**src/rtl/fetch_queue.sv**
```systemverilog
// fetch_queue: circular instruction fetch queue between the PC/imem stage and decode.
// Holds {pc, instr} pairs and delivers them in order, with a flush for branch/jump redirects.
// Optional feature: define FETCH_QUEUE_BYPASS_EN to let an empty queue forward the incoming
// instruction to decode in the same cycle. The default build has registered-only latency.
module fetch_queue #(
  parameter int DEPTH = 4,
  parameter int WIDTH = 32,
  parameter int PC_W  = 32
) (
  input  logic                       clk,
  input  logic                       rst,
  input  logic                       flush,
  input  logic                       in_valid,
  output logic                       in_ready,
  input  logic [PC_W-1:0]            in_pc,
  input  logic [WIDTH-1:0]           in_instr,
  output logic                       out_valid,
  input  logic                       out_ready,
  output logic [PC_W-1:0]            out_pc,
  output logic [WIDTH-1:0]           out_instr,
  output logic [$clog2(DEPTH):0]     count
);

  localparam int AW = $clog2(DEPTH);
  localparam int CW = AW + 1;
  localparam logic [CW-1:0]    FULL_CNT = CW'(DEPTH);
  localparam logic [WIDTH-1:0] NOP      = WIDTH'(32'h0000_0013);

  // Storage is never reset; only pointers and occupancy are.
  logic [PC_W-1:0]  r_pc_mem  [DEPTH];
  logic [WIDTH-1:0] r_ins_mem [DEPTH];
  logic [AW-1:0]    r_rd_ptr;
  logic [AW-1:0]    r_wr_ptr;
  logic [CW-1:0]    r_count;

  logic             w_empty;
  logic             w_push;
  logic             w_wr_en;
  logic             w_rd_en;
  logic             w_out_valid;
  logic [PC_W-1:0]  w_head_pc;
  logic [WIDTH-1:0] w_head_ins;

  // Full blocks pushes even when a pop frees a slot this cycle; flush is not looked at.
  assign in_ready = (r_count < FULL_CNT);
  assign w_empty  = (r_count == '0);
  assign w_push   = in_valid && in_ready;

`ifdef FETCH_QUEUE_BYPASS_EN
  logic w_byp;
  // An empty queue forwards the incoming word straight to decode; a flush suppresses it.
  assign w_byp       = w_empty && in_valid && !flush;
  assign w_out_valid = !w_empty || w_byp;
  assign w_head_pc   = w_empty ? in_pc    : r_pc_mem[r_rd_ptr];
  assign w_head_ins  = w_empty ? in_instr : r_ins_mem[r_rd_ptr];
  // A bypassed word that decode takes immediately is never stored.
  assign w_wr_en     = w_push && !(w_byp && out_ready);
`else
  assign w_out_valid = !w_empty;
  assign w_head_pc   = r_pc_mem[r_rd_ptr];
  assign w_head_ins  = r_ins_mem[r_rd_ptr];
  assign w_wr_en     = w_push;
`endif

  // Storage-side pop: only a stored head can be consumed from the buffer.
  assign w_rd_en = !w_empty && out_ready;

  // Idle head shows PC 0 and a NOP so decode never sees stale data.
  assign out_valid = w_out_valid;
  assign out_pc    = w_out_valid ? w_head_pc  : '0;
  assign out_instr = w_out_valid ? w_head_ins : NOP;
  assign count     = r_count;

  // Pointer and occupancy update; reset beats flush, flush beats push/pop.
  always_ff @(posedge clk) begin
    if (!rst) begin
      r_rd_ptr <= '0;
      r_wr_ptr <= '0;
      r_count  <= '0;
    end else if (flush) begin
      r_rd_ptr <= '0;
      r_wr_ptr <= '0;
      r_count  <= '0;
    end else begin
      if (w_wr_en) r_wr_ptr <= r_wr_ptr + AW'(1);
      if (w_rd_en) r_rd_ptr <= r_rd_ptr + AW'(1);
      case ({w_wr_en, w_rd_en})
        2'b10:   r_count <= r_count + CW'(1);
        2'b01:   r_count <= r_count - CW'(1);
        default: r_count <= r_count;
      endcase
    end
  end

  // Entry write; skipped under reset or flush since that push is discarded anyway.
  always_ff @(posedge clk) begin
    if (rst && !flush && w_wr_en) begin
      r_pc_mem[r_wr_ptr]  <= in_pc;
      r_ins_mem[r_wr_ptr] <= in_instr;
    end
  end

endmodule

```
**config.mk**
```make
export PLATFORM = sky130hd
export DESIGN_NAME = fetch_queue
export DESIGN_NICKNAME = d
export VERILOG_FILES = /design/src/rtl/fetch_queue.sv
export SDC_FILE = /design/constraint.sdc
export NUM_CORES = 1
export LEC_CHECK = 0
export ABC_AREA = 1
export CAP_MARGIN = 20
export CORE_MARGIN = 3
export CORE_UTILIZATION = 25
export CTS_CLUSTER_DIAMETER = 80
export CTS_CLUSTER_SIZE = 30
export DETAILED_ROUTE_END_ITERATION = 8
export PLACE_DENSITY = 0.52
export SYNTH_ARGS = -nofsm -noshare
export SYNTH_HDL_FRONTEND = slang
export SYNTH_SLANG_ARGS = --single-unit
```
**constraint.sdc**
```tcl
create_clock -name clk -period 4.94 [get_ports clk]
set_input_delay 0.988 -clock clk [delete_from_list [all_inputs] [get_ports clk]]
set_output_delay 0.988 -clock clk [all_outputs]
set_load 0.03 [all_outputs]
```
==> results of run 1 <==
-- cell type report --
class                      count  area (um2)  share of cell area
clock buffer                  20       457.9             0.03555
clock inverter                 8       112.6            0.008741
inverter                      20       76.32            0.005925
multi-input combinational    490        2186              0.1697
sequential                   265        7875              0.6113
tap                          532       665.6             0.05167
timing repair buffer         152        1509              0.1171
-- path summary, 6_finish.rpt --
check / from / endpoint / slack, ns / depth (start not counted)
min: count[0] / count[0] / 0.50 / 1
max: count[1] / out_instr[7] / 0.64 / 6
min reg2reg: count[0] / count[0] / 0.50 / 1
max reg2reg: count[1] / count[2] / 2.83 / 12
-- cells by family (layout without fill, tap and decap cells) --
family	after synthesis	in the layout	synth area share
flops	265	265	0.7551
simple gates	283	283	0.1024
fa+ha+maj	6	6	0.007926
buf+inv	67	200	0.03795
compound gates	201	201	0.09655
-- metrics by stage --
stage | area (um2) | cells | hold slack [ns]
after global routing | 12880 | 1487 | 0.5188
after CTS | 12880 | 1487 | 0.4993
after floorplan | 10420 | 822 | 0.4595
final | 12880 | 1487 | 0.4986
after global placement | 12310 | 1459 | 0.4810
after detailed placement | 12310 | 1459 | 0.4796
-- where the power goes --
part,switching [mW],internal (mW)
clock network,0.806,0.711
registers,0.00746,2.49
logic,0.263,0.158
total,1.08,3.36
-- sequential cells by signal, summed over array words and instances (netlist names), named ones only --
signal,count
count,3
r_rd_ptr,2
r_wr_ptr,2
r_pc_mem,128
r_ins_mem,128
-- layer usage --
layer / up-vias / track usage
met5: - / 0
met3: 16 / 0.02352
li1: 3140 / -
met1: 3153 / 0.1396
met4: 0 / 0.01697
met2: 117 / 0.1955
-- worst register-to-register path, stage by stage (launching register included) --
cell and delay (ns):
dfxtp_1 0.39, nor2_1 0.05, nand2_1 0.38, nand2_1 0.14, inv_1 0.10, ha_1 0.16
inv_1 0.06, fa_1 0.37, nand2_1 0.08, nand3_1 0.09, nand2_1 0.07, nand2_1 0.04
nor2_1 0.09
-- layout by cell type, fill, tap and decap left out, types with 2 or more instances in the layout --
cell type          n
nor2_4             4
buf_12             2
nor2_1           251
edfxtp_1         256
a21oi_1           72
nand2_1           24
dfxtp_4            2
inv_2              3
ha_1               5
clkdlybuf4s50_1  137
clkbuf_1           2
o21ai_1            5
o21ai_0          124
buf_4             13
clkbuf_16         18
dfxtp_1            7
inv_1             16
inv_6              2
nand3_1            4
==> impl_metrics.ini, run 1 <==
[yosys]
syn_nets = 897
yosys.area.top_type_share = 0.7378
synth_edf_count = 256
yosys_warnings = 0
synthTopCellsByArea = edfxtp_1 (74%), nor2_1 (9.2%), o21ai_0 (6.0%)
synth_area_per_cell_um2 = 12.67
synth_cell_type_count = 17
ys_seq_area_frac = 0.7551
synth_ff_type = edfxtp_1
synth_top_cell_by_area = edfxtp_1
synthTopCellsByCount = edfxtp_1 (256), nor2_1 (255), o21ai_0 (124)
syn-cell-area_mm2 = 0.01042
yosysMostFrequentCell = edfxtp_1
synthCells = 822
async_flop_share = 0
synth-seq-cells = 265

[drt]
via_per_inst = 4.321
ant_nets = 0
dr_wl_met3_um = 1257
first_pass_iters = 4
wl_met2_um = 12380
drc = 0
top_layer_used = met4
wl_per_cell_um = 16.67
drt_iter0_markers = 345
wl_met1_um = 10930
vias = 6426
routed_wirelength_um = 24790

[timing]
period_needed_ns = 4.303
rsz0062_at_grt = false
finalCritPeriodShare = 0.8711
slew_headroom = 0.3248
hold_violations = 0
fmax_mhz = 232.4
finalSetupTns_ns = 0
final-setup-viol-count = 0
final-max-slew-violation-count = 0
worst_pin_slew_ns = 1.013
skew_ns = 0.02780
worst_slack_ns = 0.6370

[power_and_ir_drop]
vdd_drop_max_v = 0.0002052
leakage_nw = 4.182
power_density_mw_per_mm2 = 344.1
total_power_mw = 4.432

[grt]
antenna_found_initial = 1
grt_pass1_wl_um = 38070
grt_max_degree = 85
track_usage = 0.1095
grt_overflow = 0
grt_pass1_vias = 6583

[cts]
clock_sinks = 265
numCtsBuffers = 17
h-tree-depth = 1
clk_pin_slew_ns = 0.10
cts_resized = 0
cts_setup_buffers = 0
cts_tree = done
clock_path_buffers = 3
ctsHoldBuffers = 0
root_buffer = clkbuf_16
clkLatencyLatePin_ns = 0.50

[floorplan]
design.core.area_mm2 = 0.04102
ios = 138
dieArea_mm2 = 0.04416
start_util = 0.2540
chipWidth_um = 210.1
rows = 74
die_h_um = 210.1

[outcome]
status = completed

[layout]
num-fill-cells = 4119
nets = 1021
drive_above_1_share = 0.05236
syn_to_final_growth_pct = 23.65
antenna_cells = 0
fin_util = 0.3141

[worst_setup_path]
critPathMaxFanout = 37
critPathSlowestCell = inv_2
worstPathCellList = nor2_1, nand2_1, inv_2, buf_4, a21oi_1, clkdlybuf4s50_1
crit_type = reg2out
cpPeakStageDelay_ns = 0.81
worst_setup_path_start_kind = flop
worstPathRequired_ns = 3.95
crit_buf_inv = 3
worstSetupEndpointType = primary output
critPathArrivalTime_ns = 3.32
critical_path.top_delay_family = buffers and inverters

[placement]
gp_congestion = 0.6816
io_buffers = 137
place_ws_ns = 1.053
dp_hpwl_um = 14230

[run]
maxCapViolations = 0

[hold_path]
hold_class = reg2reg
Note: power is estimated with default switching activity, not from simulation.
==> inputs of run 2 (changes only) <==
ABC_AREA = unset   (was 1)
==> run 2 against run 1 <==
Against the previous run:
- cell count fell by 24%
- sequential share of layout area rose by 0.71 points
- setup slack improved by 0.35 ns
- synthesized cell count fell by 44%
- total power fell by 4.1%
- combinational power fell by 21%
- final area fell by 1.2%
- clock skew fell by 0.020 ns
- register-to-register slack got worse by 0.08 ns
- critical endpoint is now out_instr[0]
- largest power group unchanged
- highest routed layer is now met5
==> impl_metrics.ini, run 2 <==
[outcome]
status = completed

[yosys]
synth_ff_type = edfxtp_1
yosysMostFrequentCell = edfxtp_1
synthTopCellsByArea = edfxtp_1 (75%), mux4_2 (14%), nor2b_1 (2.9%)
synthCells = 460
async_flop_share = 0
syn-cell-area_mm2 = 0.01020
synth_top_cell_by_area = edfxtp_1
synth_cell_type_count = 27
synthTopCellsByCount = edfxtp_1 (256), mux4_2 (64), nor2b_1 (48)
synth_edf_count = 256
yosys_warnings = 0
synth_area_per_cell_um2 = 22.18
syn_nets = 535
yosys.area.top_type_share = 0.7533
ys_seq_area_frac = 0.7710
synth-seq-cells = 265

[timing]
worst_pin_slew_ns = 0.8256
skew_ns = 0.008253
slew_headroom = 0.4496
period_needed_ns = 3.949
hold_ws_ns = 0.4844
rsz0062_at_grt = false
worst_slack_ns = 0.9911
finalCritPeriodShare = 0.7994
hold_violations = 0
final-max-slew-violation-count = 0
finalSetupTns_ns = 0
final-setup-viol-count = 0
fmax_mhz = 253.2

[cts]
h-tree-depth = 1
cts_resized = 0
numCtsBuffers = 15
clock_path_buffers = 3
cts_tree = done
clk_pin_slew_ns = 0.10
cts_setup_buffers = 0
root_buffer = clkbuf_16
clock_sinks = 265
ctsHoldBuffers = 0
clkLatencyLatePin_ns = 0.50

[grt]
grt_pass1_vias = 5202
grt_overflow = 0
grt_max_degree = 49
grt_pass1_wl_um = 32240
antenna_found_initial = 1
track_usage = 0.09567

[power_and_ir_drop]
p_int_mw = 3.297
comb_power_share = 0.079
total_power_mw = 4.252
p_seq_frac = 0.587
p_sw_frac = 0.2247
leakage_nw = 3.847
clkPwrFrac = 0.335
power_switching_mw = 0.9555
vdd_drop_max_v = 0.0001609
power_density_mw_per_mm2 = 334.0

[hold_path]
hold_class = reg2reg

[worst_setup_path]
r2r-end = r_ins_mem[0][4]
worst_setup_path_start_kind = flop
worstSetupEndpointType = primary output
critPathCapture = out_instr[0]
worstRegToRegCells = 3
r2r_setup_slack_ns = 2.75
critPathArrivalTime_ns = 2.96
critPathMaxFanout = 39
rr_startpoint = count[2]
worstPathRequired_ns = 3.95
crit_type = reg2out

[drt]
wl_per_cell_um = 18.61
first_pass_iters = 6
via_per_inst = 4.161
drc = 0
routed_wirelength_um = 21110
ant_nets = 0
drt_iter0_markers = 261
vias = 4719

[layout]
layout.cells.non_filler = 1134
num-fill-cells = 3928
syn_to_final_growth_pct = 24.78
fin_util = 0.3183
antenna_cells = 0
final_cell_mix = edfxtp_1 (256), clkdlybuf4s50_1 (137), mux4_2 (64)
drive_above_1_share = 0.1724
final_area_mm2 = 0.01273
layout_commonest_cell = edfxtp_1
nets = 676

[placement]
gp_congestion = 0.6303
dpl-instance-area_mm2 = 0.01222
numPlacedInstances = 1109
place_ws_ns = 1.453
dp_hpwl_um = 12520
io_buffers = 137

[run]
maxCapViolations = 0

[floorplan]
chipWidth_um = 208.0
start_util = 0.2551
ios = 138
design.core.area_mm2 = 0.04001
die_h_um = 208.0
rows = 73
dieArea_mm2 = 0.04328
-- run 2: cells by family (layout without fill, tap and decap cells) --
logic type | count (synthesis) | after routing | share of synthesized area
multiplexers | 65 | 65 | 0.1422
adder cells (fa/ha/maj) | 6 | 6 | 0.008092
AO/OA/AOI/OAI | 6 | 6 | 0.003188
buffers and inverters | 32 | 181 | 0.02158
AND/OR/NAND/NOR | 82 | 82 | 0.05052
XOR/XNOR | 4 | 4 | 0.003434
flip-flops | 265 | 265 | 0.7710
-- run 2: how the worst min path moves through the flow --
| stage | depth (start not counted) | to | from | slack (ns) |
|---|---|---|---|---|
| after detailed placement | 2 | flop | r_rd_ptr[1] | 0.47 |
| final | 2 | flop | r_rd_ptr[1] | 0.48 |
| after global routing | 2 | flop | r_rd_ptr[1] | 0.53 |
| after CTS | 2 | flop | r_rd_ptr[1] | 0.49 |
| after global placement | 2 | flop | r_rd_ptr[1] | 0.46 |
| after floorplan | 2 | flop | r_rd_ptr[1] | 0.46 |
-- run 2: final cells by class --
type	count	area [um2]	share of cell area
Inverter	9	33.78	0.002653
Timing Repair Buffer	147	1509	0.1185
Clock buffer	16	379.1	0.02977
Tap cell	525	656.9	0.05159
Sequential cell	265	7875	0.6185
Multi-Input combinational cell	163	2143	0.1683
Clock inverter	9	136.4	0.01071
-- run 2: power groups by stage --
| stage | combinational, mW | clock [mW] | sequential (mW) |
|---|---|---|---|
| 2_1_floorplan | 0.168 | 0 | 2.55 |
| 5_1_grt | 0.357 | 1.58 | 2.50 |
| 3_5_place_dp | 0.341 | 0 | 2.55 |
| 3_3_place_gp | 0.340 | 0 | 2.55 |
| 6_report | 0.334 | 1.42 | 2.49 |
| 4_1_cts | 0.342 | 1.50 | 2.50 |
-- run 2: critical path: stages, from the launching register on --
cell	delay [ns]
dfxtp_4	0.63
buf_12	0.38
mux4_2	0.55
or2_1	0.23
clkdlybuf4s50_1	0.59
-- run 2: per-layer routing --
metal  GRT usage  up-vias  share of wire
met1      0.1333     2474           0.46
met2      0.1539      101           0.47
met5           0        -        0.00062
li1            -     2122              -
met3     0.02156       20          0.053
met4     0.02139        2          0.015
==> inputs of run 3 (changes only) <==
PLACE_DENSITY = 0.53   (was 0.52)
clock period = 3.6 ns   (was 4.94 ns; I/O delays follow)
==> run 3 against run 2 <==
Against the previous run:
- die area stayed put
- count of clock-buffer cells in the layout up 4
- wire length is 0.11% lower
- utilization rose by 0.61 points
- cell count rose by 1.1%
- global-route usage up 0.14 points
- flip-flop and latch count is the same
- first-iteration DRC count down 30%
- hold slack worse by 0.0029 ns
- clock skew rose by 0.0063 ns
==> impl_metrics.ini, run 3 (synthesis gave the netlist of run 2 again) <==
[layout]
multiInputGateArea_mm2 = 0.002143
syn_to_final_growth_pct = 27.18
num-fill-cells = 3857
fin_util = 0.3244
drive_above_1_share = 0.1900
seq_area_mm2 = 0.007875
final_area_mm2 = 0.01298
layout_commonest_cell = edfxtp_1
final_cell_mix = edfxtp_1 (256), clkdlybuf4s50_1 (137), mux4_2 (64)
nets = 684
antenna_cells = 0

[timing]
skew_ns = 0.01459
final-max-slew-violation-count = 0
worst_pin_slew_ns = 0.5393
finalCritPeriodShare = 0.9108
finalSetupTns_ns = 0
slew_headroom = 0.6397
final-setup-viol-count = 0
rsz0062_at_grt = false
fmax_mhz = 305.0
period_needed_ns = 3.279
hold_violations = 0

[worst_setup_path]
worstSetupEndpointType = primary output
cpPeakStageDelay_ns = 0.64
critPathSlowestCell = clkdlybuf4s50_1
worst_setup_path_start_kind = flop
worstPathCellList = buf_12, mux4_2, or2_1, clkdlybuf4s50_1
critPathMaxFanout = 32
critPathArrivalTime_ns = 2.56
crit_type = reg2out
worstPathRequired_ns = 2.88

[drt]
ant_nets = 0
wl_per_cell_um = 18.40
vias = 4779
routed_wirelength_um = 21080
drt_iter0_markers = 184
first_pass_iters = 4
drc = 0
via_per_inst = 4.170
dr_wl_met3_um = 972
wl_met2_um = 10350
wl_met1_um = 9206
top_layer_used = met5

[cts]
clk_pin_slew_ns = 0.08
ctsHoldBuffers = 0
clock_path_buffers = 3
h-tree-depth = 1
clock_sinks = 265
cts_tree = done
root_buffer = clkbuf_16
numCtsBuffers = 20
clkLatencyLatePin_ns = 0.52
cts_resized = 0
cts_setup_buffers = 0

[floorplan]
design.core.area_mm2 = 0.04001
start_util = 0.2551
dieArea_mm2 = 0.04328
ios = 138
chipWidth_um = 208.0
rows = 73
die_h_um = 208.0

[power_and_ir_drop]
comb_power_share = 0.075
p_seq_frac = 0.548
leakage_nw = 3.967
p_sw_frac = 0.2389
p_int_mw = 4.751
vdd_drop_max_v = 0.0002860
power_switching_mw = 1.492
clkPwrFrac = 0.378
power_density_mw_per_mm2 = 481.0

[grt]
grt_max_degree = 65
grt_overflow = 0
grt_pass1_vias = 5292
track_usage = 0.09710
grt_pass1_wl_um = 32510
antenna_found_initial = 1

[run]
maxCapViolations = 0

[placement]
dp_hpwl_um = 12190
gp_congestion = 0.6593
io_buffers = 137
dpl-instance-area_mm2 = 0.01228

[hold_path]
hold_class = reg2reg

[outcome]
status = completed
==> run 3: changes by cell type in the layout (fill, tap and decap cells not counted), sizes merged <==
cell | before | now
inv | 13 | 16
bufinv | 1 | 0
buf | 10 | 13
clkbuf | 16 | 20
clkinvlp | 1 | 0
clkinv | 3 | 7
==> run 3: final timing paths <==
check,from,to,slack [ns],depth (start not counted)
max,flop,out_instr[1],0.32,4
min,r_rd_ptr[1],flop,0.48,2
max reg2reg,count[2],count[2],1.50,8
min reg2reg,r_rd_ptr[1],flop,0.48,2
==> run 3: layer usage <==
metal,global-route usage,vias to the layer above
met2,0.1632,110
met5,0,-
met3,0.01764,27
met1,0.1301,2494
li1,-,2146
met4,0.02627,2
==> run 3: final cells by class <==
type                       count  area share
multi-input combinational    163      0.1651
timing repair buffer         150      0.1209
inverter                       9    0.002603
clock inverter                14     0.01542
clock buffer                  20     0.03856
tap                          525     0.05061
sequential                   265      0.6068
==> run 3: metrics by stage <==
step,power (mW),instances,hold WS (ns),setup WS (ns)
floorplan,3.724,460,0.4591,0.5217
global placement,3.966,1112,0.4604,0.7872
detailed placement,3.968,1112,0.4712,0.8045
CTS,6.383,1146,0.4848,0.2284
global route,6.509,1146,0.5513,0.2019
finish,6.243,1146,0.4815,0.3211
==> run 3: power by group through the flow <==
| stage | sequential [mW] | clock [mW] | combinational [mW] |
|---|---|---|---|
| finish | 3.42 | 2.36 | 0.467 |
| global route | 3.42 | 2.58 | 0.502 |
| global placement | 3.49 | 0 | 0.476 |
| detailed placement | 3.49 | 0 | 0.477 |
| CTS | 3.42 | 2.48 | 0.479 |
| floorplan | 3.49 | 0 | 0.230 |
==> run 3: critical path, delay by kind of cell (launching register included) <==
kind                   cells  cell delay (ns)
muxes                      1             0.53
and+or+nand+nor            1             0.21
buffers and inverters      2             0.92
DFF                        1             0.38
